File: config.mk
export PLATFORM = sky130hd
export DESIGN_NAME = video_shifter
export DESIGN_NICKNAME = d
export VERILOG_FILES = /design/src/rtl/video_shifter.sv
export SDC_FILE = /design/constraint.sdc
export NUM_CORES = 1
export LEC_CHECK = 0
export CAP_MARGIN = 20
export CORE_MARGIN = 2
export CORE_UTILIZATION = 50
export CTS_CLUSTER_SIZE = 12
export DETAILED_ROUTE_END_ITERATION = 12
export GPL_TIMING_DRIVEN = 0
export PLACE_DENSITY = 0.73
export REMOVE_ABC_BUFFERS = 1
export SLEW_MARGIN = 10
export SYNTH_ARGS = -nofsm -noshare
export SYNTH_HDL_FRONTEND = slang
export SYNTH_SLANG_ARGS = --single-unit
File: constraint.sdc
create_clock -name CLK_I_25MHZ -period 4.8 [get_ports CLK_I_25MHZ]
set_clock_uncertainty 0.1 [all_clocks]
set_input_delay 0.96 -clock CLK_I_25MHZ [delete_from_list [all_inputs] [get_ports CLK_I_25MHZ]]
set_output_delay 0.96 -clock CLK_I_25MHZ [all_outputs]
set_load 0.05 [all_outputs]
File: src/rtl/video_shifter.sv
// video_shifter: serialises 16-bit line buffer words into a 640-pixel monochrome scan line,
// MSB first, with the next word fetched while the current one shifts out.
module video_shifter (
  input  logic        CLK_I_25MHZ,
  input  logic        RSTN_I,
  input  logic        VEN_I,
  output logic [5:0]  LB_ADR_O,
  input  logic [15:0] LB_DAT_I,
  output logic        VIDEO_O,
  output logic        LINE_DONE_O
);
  typedef enum logic [1:0] {IDLE, ACTIVE, DONE} state_t;
  state_t      state;
  logic [15:0] shr;
  logic [3:0]  bc;
  logic [5:0]  wc;
  always_ff @(posedge CLK_I_25MHZ or negedge RSTN_I)
    if (!RSTN_I) begin
      state       <= IDLE;
      shr         <= '0;
      bc          <= '0;
      wc          <= '0;
      LINE_DONE_O <= 1'b0;
    end else if (!VEN_I) begin
      state       <= IDLE;
      shr         <= LB_DAT_I;
      bc          <= '0;
      wc          <= '0;
      LINE_DONE_O <= 1'b0;
    end else begin
      LINE_DONE_O <= 1'b0;
      case (state)
        IDLE: state <= ACTIVE;
        ACTIVE:
          if (bc != 4'd15) begin
            shr <= {shr[14:0], 1'b0};
            bc  <= bc + 4'd1;
          end else if (wc != 6'd39) begin
            shr <= LB_DAT_I;
            bc  <= '0;
            wc  <= wc + 6'd1;
          end else begin
            state       <= DONE;
            shr         <= '0;
            LINE_DONE_O <= 1'b1;
          end
        default: state <= state;
      endcase
    end
  // the next word is addressed for the whole current word so its data is ready at bc == 15
  always_comb begin
    VIDEO_O  = (state == ACTIVE) ? shr[15] : 1'b0;
    LB_ADR_O = (state == ACTIVE) ? wc + 6'd1 : 6'd0;
  end
endmodule

# Yosys cells after proc, flatten, opt, wreduce, memory -nomap -nowiden
# Index checks and enable logic that the tools add are counted.
[totals]
register_bits = 29
latch_bits = 0
ram_bits = 0
rom_bits = 0
input_bits = 19
out_inout_bits = 8
word_cells = 43
n_memories = 0
[op_classes]
n_addsub = 2
n_mul = 0
n_div = 0
order_cmp = 0
n_eq_ne = 10
shifts = 0
n_mux = 22
bitwise = 0
reduce_logical = 4
[ops]
columns = ["op", "n"]
rows = [
  ["$mux 16", 4],
  ["$mux 6", 5],
  ["$mux 4", 4],
  ["$add 6x1->6 const B", 1],
  ["$mux 2", 3],
  ["$ne 3x1->1 const B", 2],
  ["$ne 3x3->1 const B", 2],
  ["$ne 6x6->1 const B", 1],
  ["$reduce_and 3->1", 2],
  ["$mux 1", 5],
  ["$add 4x1->4 const B", 1],
  ["$ne 2x1->1 const B", 2],
  ["$ne 4x4->1 const B", 1],
  ["$pmux 2 s2", 1],
  ["$eq 2x1->1 const B", 1],
  ["$logic_not 2->1", 1],
  ["$ne 2x2->1 const B", 1],
  ["$reduce_and 2->1", 1],
]

# Logic depth before layout (Yosys ltp)
# Gate-level depths: netlist of the first run.
[depth]
word_depth = 5
ltp_mapped = 7
mapped_depth_nobuf = 5

# Worst setup path after synthesis of the first run
# OpenSTA, ideal clock, no wires.
[synth_timing]
path_kind = "register to output"
from = "register wc[2]"
to = "output LB_ADR_O[5]"
arrival_ps = 1733
required_ps = 3740
path_slack_ps = 2007
path_stages_with_launch = 4
path_buffers = 0
cell_sequence = "dfrtp_1 > nand3_1 > or3_1 > a21oi_1"
[synth_between]
elab_chain_len = 2
[synth_rtl]
columns = ["item", "line_no", "source"]
rows = [
  ["start: declaration", "16", "logic [5:0] wc;"],
  ["start signal: assignment", "41", "wc <= wc + 6'd1;"],
  ["$add 6x1->6", "53", "LB_ADR_O = (state == ACTIVE) ? wc + 6'd1 : 6'd0;"],
  ["$mux 6", "53", ""],
  ["end: declaration", "7", "output logic [5:0] LB_ADR_O,"],
]
# Every way passes these cells.

# Final worst setup path of the first run
# Ends and elaborated chain as after synthesis.

==> results of run 1 <==
[cell families (layout without fill, tap and decap cells)]
kind of cell | count (synthesis) | in the layout | share of synthesized area
AO/OA/AOI/OAI | 57 | 57 | 0.257
buffers and inverters | 18 | 39 | 0.0719
XOR/XNOR | 2 | 2 | 0.0112
AND/OR/NAND/NOR | 58 | 58 | 0.181
adder cells (fa/ha/maj) | 2 | 2 | 0.0160
flip-flops | 29 | 29 | 0.463
[Yosys cell counts (2+ instances only)]
cell type	n	area (um2)
dfrtp_1	29	726
o31ai_1	2	15.0
buf_2	3	15.0
nand3_1	6	30.0
nor2_1	22	82.6
a22oi_1	13	97.6
or3_1	2	12.5
a22oi_2	2	25.0
a21oi_1	18	90.1
clkbuf_1	5	18.8
o21ai_0	6	30.0
ha_1	2	25.0
nand2b_1	2	12.5
o2bb2ai_1	2	17.5
o21a_1	3	22.5
nor3_1	2	10.0
xor2_1	2	17.5
inv_1	5	18.8
buf_6	4	45.0
nand2_1	15	56.3
[area by class of cell]
class                      instances  area (um2)
clock buffer                       7        65.1
clock inverter                     1        5.00
fill                             273        1170
inverter                           5        18.8
multi-input combinational        119         728
sequential                        29         726
tap                               44        55.1
timing repair buffer              26         255
[layer usage]
| metal | global-route usage | up-vias |
|---|---|---|
| li1 | - | 641 |
| met1 | 0.236 | 627 |
| met2 | 0.356 | 27 |
| met3 | 0.0390 | 5 |
| met4 | 0.0984 | 0 |
| met5 | 0 | - |
[power groups by stage]
stage | sequential [W] | clock [W] | combinational [W]
global route | 0.000280 | 0.000186 | 0.0000984
finish | 0.000278 | 0.000169 | 0.0000880
CTS | 0.000278 | 0.000175 | 0.0000892
floorplan | 0.000279 | 0 | 0.0000524
global placement | 0.000281 | 0 | 0.0000853
detailed placement | 0.000283 | 0 | 0.0000886
[placed cells by master, fill, tap and decap left out, types with 2 or more instances in the layout]
cell type,count
nor2_1,22
or3_1,2
nand2_1,15
clkdlybuf4s50_1,25
o2bb2ai_1,2
a21oi_1,18
o21a_1,3
ha_1,2
o31ai_1,2
nand2b_1,2
dfrtp_1,29
clkbuf_4,5
nor3_1,2
clkbuf_8,2
a22oi_2,2
a22oi_1,13
xor2_1,2
nand3_1,6
inv_1,5
o21ai_0,6
[stage by stage]
step                 util  power, W  hold slack [ns]  setup WS [ns]
finish              0.612  0.000534            0.412           1.38
global route        0.612  0.000565            0.449           1.22
CTS                 0.612  0.000542            0.417           1.35
detailed placement  0.589  0.000371            0.395           1.42
global placement    0.590  0.000367            0.396           1.51
floorplan               -  0.000331            0.368           2.01
[registers in the layout (all words and copies together), names as in the netlist]
register and cells:
bc 4, shr 16, LINE_DONE_O 1, state 2, wc 6
[critical path: stages, from the launching register on]
cell and delay, ns:
dfrtp_1 0.45, nand3_1 0.21, or3_1 0.40, a21oi_1 0.15
clkdlybuf4s50_1 0.83
[worst paths after layout]
path	endpoint	cells past startpoint	start	slack [ns]
setup reg to reg	wc[0]	4	state[1]	2.40
max in group asynchronous	shr[10]	1	RSTN_I	3.63
setup / recovery	LB_ADR_O[5]	4	wc[2]	1.38
hold reg to reg	shr[0]	2	shr[0]	0.41
hold / removal	shr[0]	2	shr[0]	0.41
min in group asynchronous	state[1]	1	RSTN_I	0.54
==> results.md, run 1 <==
- Met2 Routed Length: 1.66 mm
- Num CTS Buffers: 5
- Distinct cells, synth: 41
- Worst Setup End Kind: output port
- Max_slew headroom: 0.367
- Port Buffers: 26
- Die area: 0.00360 mm2
- Fin cells: 231
- Vias per Instance: 5.63
- CTS hold repair buffers: 0
- Largest net degree at the start of global routing: 34
- Final WL: 3.14 mm
- Longest Clk Path Bufs: 2
- Clock network power share: 0.316
- Residual DRC: 0
- Crit path time final: 3.42 ns
- Slew @ Worst Pin: 0.947 ns
- Final nets: 207
- Gr ovfl total: 0
- Critical path type: register to output port
- Die H: 60.0 um
- Logic pwr share: 0.165
- PwrDens: 288 mW/mm2
- Clock Latency Late Sink: 0.33 ns
- Outcome: completed
- VDD IR max: 197 uV
- Layout cells sized above 1: 0.0909
- Resized Gates After CTS: 0
- Final Hold Vio Count: 0
- Syn Area/Cell: 9.44 um2
- Post-synth EDFFs: 0
- Iteration-0 DRC Markers: 57
- Starting Density: 0.517
- Drt first pass iters: 4
- Clock transition at path regs: 0.10 ns
- Number of global-route vias before repair: 1244
- Critical Path RT: 3.74 ns
- Sequential fraction of the synthesis area: 0.463
- TritonCTS clock tree: done
- Final worst path period share: 0.713
- Synthesis-to-layout area growth: 18.3%
- Crit start category: register
- Highest metal used: met4
- Synth Flop Type: dfrtp_1
- Remaining antenna violation count: 0
- # rows: 20
- Syn. warnings: 0
- Critical Path AT: 2.36 ns
- Maximum level of the CTS H-tree: 2
- Asr flop ratio synth: 1.00
- Max-Cap Viols: 0
- HPWL after DPL: 2.16 mm
- LEAKAGE: 0.750 nW
- Sequential Power Share: 0.520
- Routed met1 length: 1.31 mm
- First-pass GRT wire length: 5.38 mm
- Slew Viols, Final: 0
- Postcts setup bufs: 0
- DR vias: 1300
- Net Sw Frac: 0.274
- Placed Area: 0.00178 mm2
- Root Buffer: clkbuf_4
- IO Pins: 27
- Yosys reg bits: 29
- Psw: 0.000146 W
- Crit path max fanout: 7
- Class of the worst hold path: register to register
- Final non-filler cell area: 0.00185 mm2
- Sink Count: 29
- Internal power: 0.000388 W
- Final setup viols: 0
- DR WL met3: 124 um
- Fmax: 292 MHz
- GRT Total Usage: 0.203
- ANT cells: 0
- Die span in x: 60.0 um
- Cells after Synth: 166
- Placed cells: 223
- Mapped Area: 0.00157 mm2
- Core region area: 0.00303 mm2
- Initial antenna violation count: 0
- RSZ-0062 raised after global routing: no
- Wire per inst: 13.6 um
- Total Neg Setup Slack: 0 ns
- Routability cong.: 0.794
Power figures use the tool's default switching activity.
==> inputs of run 2 (changes only) <==
Clock period 4.8 ns to 3.5 ns, I/O delays scaled along.
==> results of run 2 <==
Same layout as run 1 (identical final DEF). Status: completed.
Among the figures that moved: setup slack after placement 1.42 ns -> 0.382 ns; setup slack after layout 1.38 ns -> 0.337 ns; hold slack 0.412 ns -> 0.282 ns; register-to-register setup slack 2.40 ns -> 1.10 ns; total power 0.000534 W -> 0.000733 W; worst IR drop on VDD 197 uV -> 270 uV
